### config.mk
export PLATFORM = sky130hd
export DESIGN_NAME = dmem_arbiter
export DESIGN_NICKNAME = d
export VERILOG_FILES = /design/src/rtl/dmem_pkg.sv /design/src/rtl/starve_counter.sv /design/src/rtl/dmem_arbiter.sv
export SDC_FILE = /design/constraint.sdc
export NUM_CORES = 1
export LEC_CHECK = 0
export CORE_AREA = 2 2 117 119
export DETAILED_ROUTE_END_ITERATION = 10
export DIE_AREA = 0 0 119 121
export MAX_ROUTING_LAYER = met4
export PLACE_DENSITY_LB_ADDON = 0.3
export SLEW_MARGIN = 20
export SYNTH_ARGS = -nofsm -noshare
export SYNTH_HDL_FRONTEND = slang
export SYNTH_SLANG_ARGS = --single-unit
### constraint.sdc
create_clock -name clk_i -period 1.5 [get_ports clk_i]
set_input_delay 0.225 -clock clk_i [delete_from_list [all_inputs] [get_ports clk_i]]
set_output_delay 0.225 -clock clk_i [all_outputs]
set_load 0.05 [all_outputs]
### src/rtl/dmem_pkg.sv
// rtl/dmem_pkg.sv - shared types and defaults for the data-memory bus arbiter
package dmem_pkg;

    // Bus ownership: the CPU by default, the requester while a burst runs
    typedef enum logic {
        S_CPU = 1'b0,
        S_DMA = 1'b1
    } arb_state_t;

    localparam int BUS_W            = 32;
    localparam int STARVE_LIMIT_DEF = 8;
    localparam int BURST_W_DEF      = 4;

    // Width of the starvation counter; covers limits up to 255
    localparam int WAIT_W           = 8;

endpackage

### src/rtl/starve_counter.sv
// rtl/starve_counter.sv - saturating wait counter bounding requester starvation
//
// Ports:
//   clk_i  clock
//   rst_i  asynchronous active-high reset
//   inc_i  count one blocked cycle
//   clr_i  clear (takes priority over inc_i)
//   sat_o  counter has reached LIMIT
import dmem_pkg::*;

module starve_counter #(
    parameter int LIMIT = STARVE_LIMIT_DEF
) (
    input  logic clk_i,
    input  logic rst_i,
    input  logic inc_i,
    input  logic clr_i,
    output logic sat_o
);

    localparam logic [WAIT_W-1:0] LIM = WAIT_W'(LIMIT);

    logic [WAIT_W-1:0] cnt_q;
    logic [WAIT_W-1:0] cnt_d;

    always_comb begin
        cnt_d = cnt_q;
        if (clr_i) begin
            cnt_d = '0;
        end else if (inc_i && (cnt_q != LIM)) begin
            cnt_d = cnt_q + 1'b1;
        end
    end

    always_ff @(posedge clk_i or posedge rst_i) begin
        if (rst_i) begin
            cnt_q <= '0;
        end else begin
            cnt_q <= cnt_d;
        end
    end

    assign sat_o = (cnt_q == LIM);

endmodule

### src/rtl/dmem_arbiter.sv
// rtl/dmem_arbiter.sv - two-master arbiter (CPU priority, bounded DMA wait) for the data-memory bus
//
// Ports:
//   clk_i, reset_i                  clock, asynchronous active-high reset
//   cpu_rd_i/wr_i/addr_i/wdata_i    CPU access request
//   cpu_rdata_o, cpu_stall_o        CPU read data (0 unless owner), PC hold
//   dma_req_i/wr_i/addr_i/wdata_i   requester beat; dma_req_i held until done
//   dma_burst_i                     beats minus 1, sampled on grant
//   dma_gnt_o, dma_rdata_o          requester owns bus, requester read data
//   dma_done_o                      final beat of the burst
//   mem_rd_o/wr_o/addr_o/wdata_o    shared bus
//   mem_rdata_i                     OR-combined slave read data
import dmem_pkg::*;

module dmem_arbiter #(
    parameter int STARVE_LIMIT = STARVE_LIMIT_DEF,
    parameter int BURST_W      = BURST_W_DEF
) (
    input  logic               clk_i,
    input  logic               reset_i,
    input  logic               cpu_rd_i,
    input  logic               cpu_wr_i,
    input  logic [BUS_W-1:0]   cpu_addr_i,
    input  logic [BUS_W-1:0]   cpu_wdata_i,
    output logic [BUS_W-1:0]   cpu_rdata_o,
    output logic               cpu_stall_o,
    input  logic               dma_req_i,
    input  logic               dma_wr_i,
    input  logic [BUS_W-1:0]   dma_addr_i,
    input  logic [BUS_W-1:0]   dma_wdata_i,
    input  logic [BURST_W-1:0] dma_burst_i,
    output logic               dma_gnt_o,
    output logic [BUS_W-1:0]   dma_rdata_o,
    output logic               dma_done_o,
    output logic               mem_rd_o,
    output logic               mem_wr_o,
    output logic [BUS_W-1:0]   mem_addr_o,
    output logic [BUS_W-1:0]   mem_wdata_o,
    input  logic [BUS_W-1:0]   mem_rdata_i
);

    arb_state_t         state_q, state_d;
    logic [BURST_W-1:0] beat_cnt_q, beat_cnt_d;

    logic cpu_access;
    logic wait_sat;
    logic grant;
    logic last_beat;

    assign cpu_access = cpu_rd_i | cpu_wr_i;

    // Idle CPU hands over at once; a busy CPU only loses the bus once the
    // requester has waited STARVE_LIMIT cycles.
    assign grant     = (state_q == S_CPU) && dma_req_i && (!cpu_access || wait_sat);
    assign last_beat = (state_q == S_DMA) && dma_req_i && (beat_cnt_q == '0);

    starve_counter #(
        .LIMIT (STARVE_LIMIT)
    ) u_starve (
        .clk_i (clk_i),
        .rst_i (reset_i),
        .inc_i ((state_q == S_CPU) && dma_req_i && cpu_access && !grant),
        .clr_i (!dma_req_i || grant),
        .sat_o (wait_sat)
    );

    always_comb begin
        state_d    = state_q;
        beat_cnt_d = beat_cnt_q;
        case (state_q)
            S_CPU: begin
                if (grant) begin
                    state_d    = S_DMA;
                    beat_cnt_d = dma_burst_i;
                end
            end
            S_DMA: begin
                // Completion and abort both return to S_CPU, which guarantees
                // the CPU at least one cycle between bursts.
                if (!dma_req_i || last_beat) begin
                    state_d    = S_CPU;
                    beat_cnt_d = '0;
                end else begin
                    beat_cnt_d = beat_cnt_q - 1'b1;
                end
            end
            default: begin
                state_d    = S_CPU;
                beat_cnt_d = '0;
            end
        endcase
    end

    always_ff @(posedge clk_i or posedge reset_i) begin
        if (reset_i) begin
            state_q    <= S_CPU;
            beat_cnt_q <= '0;
        end else begin
            state_q    <= state_d;
            beat_cnt_q <= beat_cnt_d;
        end
    end

    always_comb begin
        mem_rd_o    = cpu_rd_i;
        mem_wr_o    = cpu_wr_i;
        mem_addr_o  = cpu_addr_i;
        mem_wdata_o = cpu_wdata_i;
        cpu_rdata_o = mem_rdata_i;
        cpu_stall_o = 1'b0;
        dma_gnt_o   = 1'b0;
        dma_rdata_o = '0;
        dma_done_o  = 1'b0;
        if (state_q == S_DMA) begin
            mem_rd_o    = dma_req_i & ~dma_wr_i;
            mem_wr_o    = dma_req_i & dma_wr_i;
            mem_addr_o  = dma_addr_i;
            mem_wdata_o = dma_wdata_i;
            cpu_rdata_o = '0;
            cpu_stall_o = cpu_access;
            dma_gnt_o   = dma_req_i;
            dma_rdata_o = mem_rdata_i;
            dma_done_o  = last_beat;
        end
    end

endmodule

# [Yosys cells after proc, flatten, opt, wreduce, memory -nomap -nowiden]
# Index checks and enable logic that the tools add are counted.
[word_totals] ff_bits=13 in_bits=170 output_inout_bits=133 word_cells=45
[op_classes] add_sub_neg=2 eq_ne=3 mux=17 n_bitwise=5 n_reduce_logical=15
[ops] cell="$mux 32" count=4
[ops] cell="$mux 8" count=2
[ops] cell="$add 8x1->8 const B" count=1
[ops] cell="$eq 8x4->1 const B" count=1
[ops] cell="$mux 4" count=2
[ops] cell="$ne 8x4->1 const B" count=1
[ops] cell="$pmux 4 s2" count=1
[ops] cell="$logic_and 1x1->1" count=7
[ops] cell="$mux 1" count=7
[ops] cell="$logic_not 4->1" count=1
[ops] cell="$sub 4x1->4 const B" count=1
[ops] cell="$logic_not 1->1" count=3
[ops] cell="$logic_or 1x1->1" count=3
[ops] cell="$and 1x1->1" count=2
[ops] cell="$ne 2x2->1 const B" count=1
[ops] cell="$not 1->1" count=2
[ops] cell="$pmux 1 s2" count=1
[ops] cell="$reduce_bool 2->1" count=1
[ops] cell="$or 1x1->1" count=1

# [Depth between registers and ports, before layout]
[logic_depth] ltp_word=9 depth_mapped=6 mapped_depth_nobuf=6

# [By module]
# Synthesis repeated with hierarchy kept, for this count alone.
[hier_totals] hier_cells=237 hier_area_um2=2040.7
[by_module_without_submodules] module="dmem_arbiter" instances=1 cells_per_inst=190 area_each_um2=1586.5 seq_area_each_um2=125.1
[by_module_without_submodules] module="starve_counter" instances=1 cells_per_inst=47 area_each_um2=454.2 seq_area_each_um2=200.2

# [Worst setup path before layout]
# No wires, ideal clock.
[synth_timing] kind="reg-to-output" startpoint="register beat_cnt_q[0]" endpoint="output dma_done_o" arrival_time_ns=1.738 required_ns=1.275 setup_slack_ns=-0.463 path_stages_with_launch=5 cell_sequence="dfrtp_1 > inv_1 > ha_1 > or3b_2 > nor2_1"
[synth_via] elab_chain_len=3
[synth_rtl] item="start: declaration" line="dmem_arbiter.sv:43" text="logic [BURST_W-1:0] beat_cnt_q, beat_cnt_d;"
[synth_rtl] item="start signal: assignment" line="dmem_arbiter.sv:100" text="beat_cnt_q <= beat_cnt_d;"
[synth_rtl] item="$logic_not 4->1" line="dmem_arbiter.sv:55" text="assign last_beat = (state_q == S_DMA) && dma_req_i && (beat_cnt_q == '0);"
[synth_rtl] item="$logic_and 1x1->1" line="dmem_arbiter.sv:55"
[synth_rtl] item="$mux 1" line="dmem_arbiter.sv:114" text="if (state_q == S_DMA) begin"
[synth_rtl] item="end: declaration" line="dmem_arbiter.sv:34" text="output logic dma_done_o,"
# No other way between the ends.

# [Worst setup path after layout]
[layout_timing] startpoint="register state_q" endpoint="output mem_addr_o[22]"
[layout_via] elab_chain_len=1
[layout_rtl] item="start: declaration" line="dmem_arbiter.sv:42" text="arb_state_t state_q, state_d;"
[layout_rtl] item="start signal: assignment" line="dmem_arbiter.sv:99" text="state_q <= state_d;"
[layout_rtl] item="$mux 32" line="dmem_arbiter.sv:114"
[layout_rtl] item="end: declaration" line="dmem_arbiter.sv:37" text="output logic [BUS_W-1:0] mem_addr_o,"
# No other way between the ends.

==> run_results.csv <==
group,metric,value,unit
critical_path,rr_worst_depth,7,
timing,skew,0.0007517,ns
logic_synthesis,synth_area_leaders,"mux2_2 (36%), dfrtp_1 (16%), and2_1 (10%)",
placed_design,place_congestion,0.8083,
critical_path,critPathLaunchType,"flip-flop",
critical_path,critPathCaptureType,"primary output",
placed_design,io_buffers,302,
grt,grt_pass1_wl,18420,um
floorplan,die_x,119,um
route,drc,0,
status,failed_checks,"setup timing",
logic_synthesis,synth_top_area_share,0.3589,
floorplan,rows,42,
logic_synthesis,synth_cell_type_count,40,
timing,maxSlewViolCount,0,
logic_synthesis,syn_area,2008,sq um
route,vias_per_cell,4.102,
floorplan,initial_utilization,0.1535,
logic_synthesis,synth.most_common_cell,"mux2_2",
cells_and_area,fin_area,6725,sq um
timing,max_clock_freq,565.5,MHz
pwr,power,5.343,mW
grt,grt_max_degree,28,
status,status,"finished, violations left",
job,maxCapViolations,0,
logic_synthesis,async_flop_share,1.000,
timing,post-route-min-period,1.768,ns
grt,grt_pass1_vias,3358,
logic_synthesis,yosys_warnings,0,
floorplan,ios,303,
timing,max_slew_margin,0.6378,
clocking,cts_made_buffers,3,
critical_path,cpMostUsedCell,"buf_6",
floorplan,die_h,121,um
logic_synthesis,postSynthAreaPerCell,8.808,sq um
critical_path,crit_type,"reg2out",
logic_synthesis,ys_seq_elements,13,
clocking,cts_max_level,1,
route,first_pass_iters,4,
placed_design,hpwlAfterDp,10360,um
critical_path,cp_slowest_stage_delay,0.54,ns
hold_path,hp-class,"in2async",
clocking,clk_latency,0.24,ns
clocking,cts_tree,"yes",
route,drt_wl_total,12790,um
clocking,clk_pin_slew,0.05,ns
critical_path,slowest_stage,"dfrtp_4",
logic_synthesis,yosys.area.top_type,"mux2_2",
cells_and_area,final_layout_size_suffix_gt1_frac,0.6014,
critical_path,arrival,1.54,ns
route,wl_per_cell,17.21,um
logic_synthesis,yosysSeqAreaShare,0.1620,
timing,setup_viol,136,
critical_path,reg2reg_to,"beat_cnt_q[3]",
logic_synthesis,synth_edf_count,0,
route,detail-route-antenna-nets,0,
timing,finalHoldViolCount,0,
logic_synthesis,synth_cells,228,
clocking,clock_sinks,13,
logic_synthesis,yosys-top-cells-count,"mux2_2 (64), and2_1 (32), nor2b_1 (32)",
timing,tightest_slew,0.5426,ns
pwr,total_leakage_power,2.920,nW
logic_synthesis,syn-num-nets,402,
timing,period_share,1.179,
cells_and_area,diodes,0,
critical_path,required,1.27,ns
grt,antenna_found_initial,0,
logic_synthesis,synthFlopType,"dfrtp_1",
floorplan,design.core.area,13090,sq um
route,drt_iter0_drc,67,
cells_and_area,nets,742,
timing,rsz0062_at_grt,"true",
cells_and_area,area_growth_syn_to_layout,234.9,%
route,vias,3048,
clocking,hold_buffers,0,
grt,grtUsageTotal,0.1675,
grt,grt_overflow,0,
clocking,cts_root_buf,"clkbuf_16",
timing,fin_ws,-0.2684,ns
floorplan,die_area,14400,sq um
critical_path,r2r_setup_slack,-0.09,ns
critical_path,crit_chain,"buf_6 -> buf_6 -> mux2_4 -> buf_8",
placed_design,place_area,6015,sq um
critical_path,critPathMaxFanout,6,
pwr,vdd.ir_drop.worst,0.4059,mV
critical_path,timing.rr.start,"state_q",
pwr,powerDensity,794.5,nW/um^2
clocking,cts_buffer_depth,2,
==> worst max-delay path, delay by kind of cell (launching register included) <==
kind | cells | cell delay, ns
flip-flops | 1 | 0.54
multiplexers | 1 | 0.31
buffers and inverters | 3 | 0.46
==> placed cells by master (no fill, tap or decap), types with 2 or more instances in the layout <==
cell               n
and2_2            23
and2_4             9
buf_12            55
buf_4             48
buf_6             74
buf_8              4
clkbuf_16          3
clkdlybuf4s50_1  167
dfrtp_1           12
dlygate4sd2_1      2
ha_1               2
ha_4               2
inv_2              4
mux2_2            59
mux2_4             5
mux2i_1            2
nand2_1            5
nand2b_1           2
nand3_2            2
nand4_1            3
nor2_1             9
nor2_4             3
nor2b_2            7
nor2b_4           25
nor3_4             2
xnor2_1            3
xor2_1             3
==> how the worst max path moves through the flow <==
stage	start	to	slack, ns	depth (start not counted)
final	state_q	mem_addr_o[22]	-0.27	4
after global routing	state_q	mem_addr_o[21]	-0.30	4
after CTS	state_q	mem_addr_o[22]	-0.27	4
after detailed placement	dma_req_i	beat_cnt_q[2]	-0.21	5
after global placement	dma_req_i	beat_cnt_q[2]	-0.19	5
after floorplan	state_q	cpu_rdata_o[0]	-0.11	3
==> metal layers <==
metal  track usage  wire length [um]  up-vias
li1              -                 -     1463
met1        0.1969              5089     1406
met2        0.2881              6458      163
met3       0.04464              1017       16
met4       0.03571               225        0
met5             -                 0        -
==> where the power goes <==
part	switching, mW	internal [mW]
Sequential	0.0569	0.405
Combinational	2.29	2.08
Clock	0.148	0.359
==> logic make-up (layout without fill, tap and decap cells) <==
| logic type | after synthesis | in the layout | synth area share |
|---|---|---|---|
| multiplexers | 66 | 66 | 0.3688 |
| flip-flops | 13 | 13 | 0.1620 |
| AND/OR/NAND/NOR | 101 | 101 | 0.3016 |
| XOR/XNOR | 6 | 6 | 0.02617 |
| buffers and inverters | 22 | 361 | 0.04860 |
| adder cells (fa/ha/maj) | 4 | 4 | 0.02492 |
| AO/OA/AOI/OAI | 16 | 16 | 0.06792 |
==> final cells by class <==
type | count | area (sq um)
Fill cell | 1140 | 6360
Timing Repair Buffer | 350 | 4044
Multi-Input combinational cell | 193 | 2021
Sequential cell | 13 | 329.1
Tap cell | 176 | 220.2
Clock buffer | 4 | 78.83
Inverter | 7 | 32.53
==> through the flow <==
step | util | cells | worst slack, ns | hold WS (ns) | TNS (ns)
after detailed placement | 0.4596 | 725 | -0.2055 | 0.5647 | -2.373
after floorplan | - | 228 | -0.1060 | 0.1020 | -1.076
after global routing | 0.5140 | 743 | -0.3005 | 0.3766 | -31.11
after global placement | 0.4596 | 725 | -0.1868 | 0.5579 | -1.546
final | 0.5140 | 743 | -0.2684 | 0.3273 | -24.52
after CTS | 0.5009 | 738 | -0.2677 | 0.3356 | -25.15
==> repair_timing <==
item                                    in CTS  in global routing
endpoints found under the setup margin     140                146
gates resized for setup                    114                 32
buffers inserted                             9                  5
pin swaps                                   13                 16
==> registers in the layout, summed over array words and instances, names as in the netlist <==
register / flops
u_starve.cnt_q: 8
beat_cnt_q: 4
state_q: 1
Power figures use the tool's default switching activity.
